[src/rtl/wb2apb_bridge_pkg.sv]
// Shared types and constants for the Wishbone-to-APB bridge.
// Provides the FSM state enum, bus widths, the full byte-select mask and word alignment.
package apb_bridge_pkg;

    typedef enum logic [2:0] {
        ST_IDLE,
        ST_SETUP,
        ST_ACCESS,
        ST_LAG,
        ST_RESP
    } bridge_state_e;

    localparam int APB_AW = 32;
    localparam int APB_DW = 32;

    localparam logic [3:0] FULL_SEL = 4'hF;

    function automatic logic [APB_AW-1:0] word_addr(
        input logic [APB_AW-1:0] a
    );
        return {a[APB_AW-1:2], 2'b00};
    endfunction

endpackage

[src/rtl/wb2apb_bridge_if.sv]
// Bundle of the Wishbone slave side and the APB master side of the bridge.
// The slave modport is the bridge's view; the master modport is the system or bench side.
interface wb2apb_if
    import apb_bridge_pkg::*;
();
    logic              wb_cyc;
    logic              wb_stb;
    logic              wb_we;
    logic [APB_AW-1:0] wb_adr;
    logic [APB_DW-1:0] wb_dat_i;
    logic [3:0]        wb_sel;
    logic [APB_DW-1:0] wb_dat_o;
    logic              wb_ack;
    logic              wb_err;

    logic [APB_AW-1:0] paddr;
    logic [APB_DW-1:0] pwdata;
    logic              pwrite;
    logic              psel;
    logic              penable;
    logic [APB_DW-1:0] prdata;
    logic              pready;
    logic              pslverr;

    modport slave (
        input  wb_cyc, wb_stb, wb_we, wb_adr, wb_dat_i, wb_sel,
        output wb_dat_o, wb_ack, wb_err,
        output paddr, pwdata, pwrite, psel, penable,
        input  prdata, pready, pslverr
    );

    modport master (
        output wb_cyc, wb_stb, wb_we, wb_adr, wb_dat_i, wb_sel,
        input  wb_dat_o, wb_ack, wb_err,
        input  paddr, pwdata, pwrite, psel, penable,
        output prdata, pready, pslverr
    );
endinterface

[src/rtl/wb2apb_bridge_timeout_ctr.sv]
// Saturating ACCESS-cycle counter used to bound stalled APB slaves.
// Ports: i_clk, i_rst_n, i_clr (zero count), i_en (count), o_expired (last allowed cycle).
module bridge_timeout_ctr #(
    parameter int LIMIT = 16
) (
    input  logic i_clk,
    input  logic i_rst_n,
    input  logic i_clr,
    input  logic i_en,
    output logic o_expired
);
    localparam int CW = (LIMIT > 0) ? $clog2(LIMIT + 1) : 1;
    localparam logic [CW-1:0] LIM  = CW'(LIMIT);
    localparam logic [CW-1:0] LAST = CW'((LIMIT > 0) ? LIMIT - 1 : 0);

    logic [CW-1:0] r_count;

    always_ff @(posedge i_clk or negedge i_rst_n) begin
        if (!i_rst_n) begin
            r_count <= '0;
        end else if (i_clr) begin
            r_count <= '0;
        end else if (i_en && (r_count != LIM)) begin
            r_count <= r_count + 1'b1;
        end
    end

    // Count holds the number of ACCESS cycles already completed, so the
    // flag marks the cycle that is the LIMIT-th one.
    assign o_expired = (LIMIT > 0) && (r_count >= LAST);
endmodule

[src/rtl/wb2apb_bridge.sv]
// Wishbone B4 classic slave to APB3 master bridge, one outstanding transfer.
// Ports: clk, rst_n (async active-low), bus (wb2apb_if.slave: Wishbone slave + APB master).
module wb2apb_bridge
    import apb_bridge_pkg::*;
#(
    parameter int RDATA_LAG = 1,
    parameter int TIMEOUT   = 16
) (
    input logic     clk,
    input logic     rst_n,
    wb2apb_if.slave bus
);
    localparam bit LAG0 = (RDATA_LAG == 0);

    bridge_state_e     r_state;
    logic [APB_AW-1:0] r_paddr;
    logic [APB_DW-1:0] r_pwdata;
    logic              r_pwrite;
    logic              r_psel;
    logic              r_penable;
    logic [APB_DW-1:0] r_dat;
    logic              r_ack;
    logic              r_err;
    logic              r_slverr;

    logic w_req;
    logic w_bad_sel;
    logic w_start;
    logic w_expired;

    assign w_req     = bus.wb_cyc && bus.wb_stb;
    assign w_bad_sel = bus.wb_we && (bus.wb_sel != FULL_SEL);
    assign w_start   = (r_state == ST_IDLE) && w_req && !w_bad_sel;

    bridge_timeout_ctr #(
        .LIMIT(TIMEOUT)
    ) u_tmo (
        .i_clk    (clk),
        .i_rst_n  (rst_n),
        .i_clr    (w_start),
        .i_en     ((r_state == ST_ACCESS) && !bus.pready),
        .o_expired(w_expired)
    );

    // Termination pulses are decided on the edge entering RESP, so the
    // pulse is gated by wb_cyc as seen at that edge.
    always_ff @(posedge clk or negedge rst_n) begin
        if (!rst_n) begin
            r_state   <= ST_IDLE;
            r_paddr   <= '0;
            r_pwdata  <= '0;
            r_pwrite  <= 1'b0;
            r_psel    <= 1'b0;
            r_penable <= 1'b0;
            r_dat     <= '0;
            r_ack     <= 1'b0;
            r_err     <= 1'b0;
            r_slverr  <= 1'b0;
        end else begin
            case (r_state)
                ST_IDLE: begin
                    if (w_req) begin
                        r_paddr  <= word_addr(bus.wb_adr);
                        r_pwdata <= bus.wb_dat_i;
                        r_pwrite <= bus.wb_we;
                        if (w_bad_sel) begin
                            r_err   <= 1'b1;
                            r_state <= ST_RESP;
                        end else begin
                            r_psel  <= 1'b1;
                            r_state <= ST_SETUP;
                        end
                    end
                end
                ST_SETUP: begin
                    r_penable <= 1'b1;
                    r_state   <= ST_ACCESS;
                end
                ST_ACCESS: begin
                    if (bus.pready) begin
                        r_slverr  <= bus.pslverr;
                        r_psel    <= 1'b0;
                        r_penable <= 1'b0;
                        if (r_pwrite || LAG0) begin
                            if (!r_pwrite && !bus.pslverr) begin
                                r_dat <= bus.prdata;
                            end
                            r_ack   <= bus.wb_cyc && !bus.pslverr;
                            r_err   <= bus.wb_cyc && bus.pslverr;
                            r_state <= ST_RESP;
                        end else begin
                            r_state <= ST_LAG;
                        end
                    end else if (w_expired) begin
                        r_psel    <= 1'b0;
                        r_penable <= 1'b0;
                        r_err     <= bus.wb_cyc;
                        r_state   <= ST_RESP;
                    end
                end
                ST_LAG: begin
                    if (!r_slverr) begin
                        r_dat <= bus.prdata;
                    end
                    r_ack   <= bus.wb_cyc && !r_slverr;
                    r_err   <= bus.wb_cyc && r_slverr;
                    r_state <= ST_RESP;
                end
                ST_RESP: begin
                    r_ack   <= 1'b0;
                    r_err   <= 1'b0;
                    r_state <= ST_IDLE;
                end
                default: begin
                    r_state <= ST_IDLE;
                end
            endcase
        end
    end

    assign bus.paddr    = r_paddr;
    assign bus.pwdata   = r_pwdata;
    assign bus.pwrite   = r_pwrite;
    assign bus.psel     = r_psel;
    assign bus.penable  = r_penable;
    assign bus.wb_dat_o = r_dat;
    assign bus.wb_ack   = r_ack;
    assign bus.wb_err   = r_err;
endmodule

[src/flat_wrapper.sv]
// flat-port wrapper written by rule: the top's interface ports become plain ports
module wb2apb_bridge_flat import apb_bridge_pkg::*;
#(
    parameter int RDATA_LAG = 1,
    parameter int TIMEOUT   = 16
)
  (clk, rst_n, bus_wb_cyc, bus_wb_stb, bus_wb_we, bus_wb_adr, bus_wb_dat_i, bus_wb_sel, bus_wb_dat_o, bus_wb_ack, bus_wb_err, bus_paddr, bus_pwdata, bus_pwrite, bus_psel, bus_penable, bus_prdata, bus_pready, bus_pslverr);
  wb2apb_if bus_i ();
  input logic clk;
  input logic rst_n;
  input wire logic [$bits(bus_i.wb_cyc)-1:0] bus_wb_cyc;
  input wire logic [$bits(bus_i.wb_stb)-1:0] bus_wb_stb;
  input wire logic [$bits(bus_i.wb_we)-1:0] bus_wb_we;
  input wire logic [$bits(bus_i.wb_adr)-1:0] bus_wb_adr;
  input wire logic [$bits(bus_i.wb_dat_i)-1:0] bus_wb_dat_i;
  input wire logic [$bits(bus_i.wb_sel)-1:0] bus_wb_sel;
  output wire logic [$bits(bus_i.wb_dat_o)-1:0] bus_wb_dat_o;
  output wire logic [$bits(bus_i.wb_ack)-1:0] bus_wb_ack;
  output wire logic [$bits(bus_i.wb_err)-1:0] bus_wb_err;
  output wire logic [$bits(bus_i.paddr)-1:0] bus_paddr;
  output wire logic [$bits(bus_i.pwdata)-1:0] bus_pwdata;
  output wire logic [$bits(bus_i.pwrite)-1:0] bus_pwrite;
  output wire logic [$bits(bus_i.psel)-1:0] bus_psel;
  output wire logic [$bits(bus_i.penable)-1:0] bus_penable;
  input wire logic [$bits(bus_i.prdata)-1:0] bus_prdata;
  input wire logic [$bits(bus_i.pready)-1:0] bus_pready;
  input wire logic [$bits(bus_i.pslverr)-1:0] bus_pslverr;
  assign bus_i.wb_cyc = bus_wb_cyc;
  assign bus_i.wb_stb = bus_wb_stb;
  assign bus_i.wb_we = bus_wb_we;
  assign bus_i.wb_adr = bus_wb_adr;
  assign bus_i.wb_dat_i = bus_wb_dat_i;
  assign bus_i.wb_sel = bus_wb_sel;
  assign bus_wb_dat_o = bus_i.wb_dat_o;
  assign bus_wb_ack = bus_i.wb_ack;
  assign bus_wb_err = bus_i.wb_err;
  assign bus_paddr = bus_i.paddr;
  assign bus_pwdata = bus_i.pwdata;
  assign bus_pwrite = bus_i.pwrite;
  assign bus_psel = bus_i.psel;
  assign bus_penable = bus_i.penable;
  assign bus_i.prdata = bus_prdata;
  assign bus_i.pready = bus_pready;
  assign bus_i.pslverr = bus_pslverr;
  wb2apb_bridge #(.RDATA_LAG(RDATA_LAG), .TIMEOUT(TIMEOUT)) u_core (.clk(clk), .rst_n(rst_n), .bus(bus_i));
endmodule
[config.mk]
export PLATFORM = sky130hd
export DESIGN_NAME = wb2apb_bridge_flat
export DESIGN_NICKNAME = d
export VERILOG_FILES = /design/src/rtl/wb2apb_bridge_pkg.sv /design/src/rtl/wb2apb_bridge_if.sv /design/src/rtl/wb2apb_bridge_timeout_ctr.sv /design/src/rtl/wb2apb_bridge.sv /design/src/flat_wrapper.sv
export SDC_FILE = /design/constraint.sdc
export NUM_CORES = 1
export LEC_CHECK = 0
export CAP_MARGIN = 20
export CORE_MARGIN = 1.5
export CORE_UTILIZATION = 40
export DETAILED_ROUTE_END_ITERATION = 8
export GPL_ROUTABILITY_DRIVEN = 1
export GPL_TIMING_DRIVEN = 0
export PLACE_DENSITY = 0.79
export SETUP_SLACK_MARGIN = 0.02
export SYNTH_ARGS = -nofsm -noshare
export SYNTH_HDL_FRONTEND = slang
export SYNTH_HIERARCHICAL = 1
export SYNTH_SLANG_ARGS = --single-unit
export TNS_END_PERCENT = 100
[constraint.sdc]
create_clock -name clk -period 3.66 [get_ports clk]
set_clock_uncertainty 0.2 [all_clocks]
set_input_delay 0.732 -clock clk [delete_from_list [all_inputs] [get_ports clk]]
set_output_delay 0.732 -clock clk [all_outputs]
set_load 0.005 [all_outputs]
Word-level counts from Yosys, hierarchy flattened --
Cells that the tools add are included.
Word-level totals: logic and storage cells 87, flip-flop bits (word level) 108, bits of input ports 107, output and inout port bits 101
Cells by class: mux-type cells 28, reductions and logical operators 31, eq/ne operators 15, $add $sub $neg 1, order comparisons 1
Operator list (number):
- $mux 32 | 4
- $pmux 32 s2 | 1
- $mux 3 | 5
- $pmux 3 s4 | 1
- $logic_and 1x1->1 | 11
- $mux 1 | 11
- $mux 5 | 2
- $reduce_and 5->1 | 2
- $ne 2x2->1 const B | 4
- $reduce_and 2->1 | 4
- $reduce_bool 2->1 | 4
- $eq 3x2->1 const B | 2
- $ne 2x1->1 const B | 3
- $add 5x1->5 const B | 1
- $ge 5x4->1 const B | 1
- $logic_not 1->1 | 5
- $ne 5x5->1 const B | 1
- $ne 4x4->1 const B | 1
- $pmux 1 s2 | 2
- $pmux 1 s4 | 1
- $reduce_and 4->1 | 1
- $reduce_bool 4->1 | 1
- $eq 3x1->1 const B | 1
- $eq 3x3->1 const B | 1
- other kinds (6) | 6

Depth between registers and ports, before layout --
depth after elaboration 6, depth in mapped cells 9, mapped depth without buffers 9

Cells and area by module --
Netlist, hierarchy kept.
By module, submodules not included:
- wb2apb_bridge | sequential area each 2577.5 um2, area an instance 4063.9 um2, cells an instance 263, instances 1
- bridge_timeout_ctr | sequential area each 125.1 um2, area an instance 306.5 um2, cells an instance 33, instances 1

Worst setup path after synthesis --
Ideal clock, no wire load.
path kind input to register, start input port bus_wb_cyc, end register u_core.u_tmo.r_count[0], arrival time 2.027 ns, data required time 3.335 ns, setup time 0.125 ns, setup slack 1.308 ns, path buffers 1, stages on the path 6, cells stage by stage nand2_1 -> nor4_4 -> buf_6 -> and2_1 -> nor2_1 -> mux2_4
On the way: longest elaborated chain between the ends 4, elaborated cells between the ends (all ways) 5, classes of those cells 1 x mux; 4 x reduce/logical
Ends and longest elaborated chain:
- from (decl) | line flat_wrapper.sv:11 | input wire logic [$bits(bus_i.wb_cyc)-1:0] bus_wb_cyc;
- $logic_and 1x1->1 (*) | line wb2apb_bridge.sv:31 | assign w_req = bus.wb_cyc && bus.wb_stb;
- $logic_and 1x1->1 (*) (2 in series) | line wb2apb_bridge.sv:33 | assign w_start = (r_state == ST_IDLE) && w_req && !w_bad_sel;
- net u_core.w_start | line wb2apb_bridge.sv:28 | logic w_start;
- $mux 5 / $reduce_bool 2->1 (equally long branches)
- to (signal assigned) | line wb2apb_bridge_timeout_ctr.sv:24 | r_count <= r_count + 1'b1;
- to (decl) | line wb2apb_bridge_timeout_ctr.sv:16 | logic [CW-1:0] r_count;
Mark *: on every way through the listed nets, which the timed path passes. The rest lies on a longest branch. A chain may end at the register's enable or synchronous reset.

Worst setup path after layout --
Ends and elaborated chain as after synthesis.

==> results.md <==
- FFs w/ async S/R, synth: 100.0%
- Die width: ~110 um
- Synth top area cells: dfrtp_1 (62%), mux2_2 (23%), buf_6 (1.5%), mux2_1 (1.5%), nor2_1 (1.1%)
- Via Count: around 3200
- Nets@finish: 621
- Post-CTS Repair Setup Buffers: 0
- Fin crit period: 2870 ps
- Worst Setup Slack, final: 790.1 ps
- Worst setup EP type: flop
- Port Buffers: 202
- Die Footprint: 11560 um2
- Worst Path Required: 3700 ps
- I/O Pins: 208
- Syn-to-layout area delta: 55.22%
- Seq cells post-synth: 108
- Clock Root Buffer: clkbuf_8
- Vias in the first global route: 3361
- Pre-antenna DRT Iters: 4
- H-tree lvl count: 3
- Mean routed wirelength per cell: 16.29 um
- TritonCTS clock tree: built
- Synth warnings: 6
- Hold Buf Count CTS: 0
- Worst slew margin: roughly 43%
- Gpl congestion: approximately 0.8
- All-layer global routing usage: a little under a fifth
- Mapped Avg Cell Area: 14.77 um2
- Clk pin slew, worst setup/hold paths: 90 ps
- Initial Util: 41.77%
- Post-synth EDFFs: 0
- Finished Layout Cells: 651
- Max-Cap Viols: 0
- Diode count: 0
- Register area share after synthesis: approximately 62%
- Worst r2r src: u_core/r_state[2]$_DFFE_PN0P_
- Critical path launch point: bus_wb_cyc
- Layout cells sized above 1: about a quarter
- Core ar.: 10460 um2
- Clock tree buffer depth: 2
- Leak: 2.860 nW
- Hold Path Class: input pin to asynchronous set/reset pin
- CP Launch Type: input pin
- Total Wirelength: 10600 um
- Total Power: between 4 and 5 mW
- Die Y-Extent: 107.5 um
- Yosys top cell by area: dfrtp_1
- Dpl ws: 397.7 ps
- Post-route DRC: 0
- Vias per cell: 4.905
- Synthesized cell area: between 4000 and 5000 um2
- Final setup vio count: 0
- Power Density: 723.1 nW/um2
- Placed cell count: roughly 640
- Synth top area share: around 62%
- Worst-skew pair later-pin latency: 350 ps
- Fmax: roughly 350 MHz
- CTS Buf Count: 9
- Utilization after layout: 64.84%
- RSZ-0062 raised after global routing: false
- Final hold vios: 0
- Hold Worst Slack: approximately 190 ps
- Final ANT Viol Nets: 0
- Status: finished clean
- Crit-path max FO: 10
- Final HPWL DP: 8091 um
- Max Slew Vio Count: 0
- Pin count of the biggest net entering global routing: 63
- Clk sinks: 108
- Commonest non-fill, non-tap cell in the layout: clkdlybuf4s50_1
- Cell Rows: 37
- Yosys cell types: 36
- First-pass GRT wire length: 16370 um
- Final worst path period share: 78.41%
- Top FF cell, synth: dfrtp_1
- Initial antenna violation count: 0
- Initial DRC count: 67
- CP Data Arrival Time: roughly 2900 ps
- # resized after CTS: 0
- Worst vdd ir: 0.3549 mV
- CP Class: input pin to flop
- Most frequent cells in the layout: clkdlybuf4s50_1 (201), dfrtp_1 (108), mux2_2 (90)
- Mapped Cells: 296
- Slew at the pin with the worst max-slew slack: approximately 830 ps
- Total grt overflow: 0
==> layout make-up <==
class	instances	area (um2)
buffer	16	118.9
clock buffer	12	145.1
clock inverter	3	47.55
fill	836	3679
inverter	6	22.52
multi-input combinational	167	1530
sequential	108	2703
tap	136	170.2
timing repair buffer	203	2047
==> cells by family (layout without fill, tap and decap cells) <==
family	after synthesis	count (layout)	share of synthesized area, %
other	1	2	0.08580
and+or+nand+nor	38	38	4.695
muxes	99	99	25.54
buffers and inverters	22	240	3.235
AOI/OAI and AO/OA	24	24	3.550
adders and majority gates	3	3	0.8590
DFF	108	108	61.84
xor gates and xnor gates	1	1	0.2004
==> per-layer routing <==
| layer | global-route usage [%] | up-vias | wire length (um) |
|---|---|---|---|
| li1 | - | 1468 | - |
| met1 | 20.86 | 1572 | 3967 |
| met2 | 32.12 | 140 | 5437 |
| met3 | 6.235 | 13 | 1041 |
| met4 | 6.673 | 0 | 156 |
| met5 | 0 | - | 0 |
==> sequential cells by signal, summed over array words and instances (netlist names) <==
signal and cells:
u_core/bus.pwdata 32, u_core/u_tmo/r_count 5, u_core/r_slverr 1, u_core/bus.wb_dat_o 32, u_core/bus.penable 1, u_core/bus.wb_ack 1, u_core/bus.psel 1, u_core/bus.wb_err 1
u_core/bus.paddr 30, u_core/r_state 3, u_core/bus.pwrite 1
==> path summary, 6_finish.rpt <==
check / end / slack, ps / cells past startpoint
setup reg to reg: u_core/u_tmo/r_count[0]$_DFFE_PN0P_ / 1140 / 6
max in group asynchronous: u_core/bus.paddr[12]$_DFFE_PN0P_ / 2360 / 2
hold / removal: u_core/bus.pwdata[4]$_DFFE_PN0P_ / 190 / 1
hold reg to reg: u_core/bus.pwdata[5]$_DFFE_PN0P_ / 290 / 1
min in group clk: u_core/bus.pwdata[5]$_DFFE_PN0P_ / 290 / 1
setup / recovery: u_core/u_tmo/r_count[0]$_DFFE_PN0P_ / 790 / 7
==> synth_stat cells, types with 4 or more instances <==
cell,instances
dfrtp_1,108
mux2_2,90
nor2_1,13
a21oi_1,9
nand2_1,9
buf_6,6
inv_1,6
mux2_1,6
buf_2,5
nand2b_1,5
o21ai_0,4
==> through the flow <==
step / cell area, um2 / setup TNS [ps]
after detailed placement: 6591 / 0
after global routing: 6784 / 0
after global placement: 6566 / -259270
final: 6784 / 0
after floorplan: 4374 / 0
after CTS: 6784 / 0
==> report_power, final <==
part / internal, mW / switching [mW] / total (mW) / leakage, nW
clock: 0.335 / 0.375 / 0.710 / 0.0966
sequential: 1.74 / 0.302 / 2.04 / 1.32
combinational: 1.49 / 0.666 / 2.15 / 1.44
total: 3.56 / 1.34 / 4.91 / 2.86
==> critical path, cell delays in order <==
cell	delay, ps
clkdlybuf4s50_1	530
nand2_1	120
nor4_4	660
buf_6	260
and2_1	270
nor2_1	70
mux2_4	270
(Power assumes the default switching activity.)
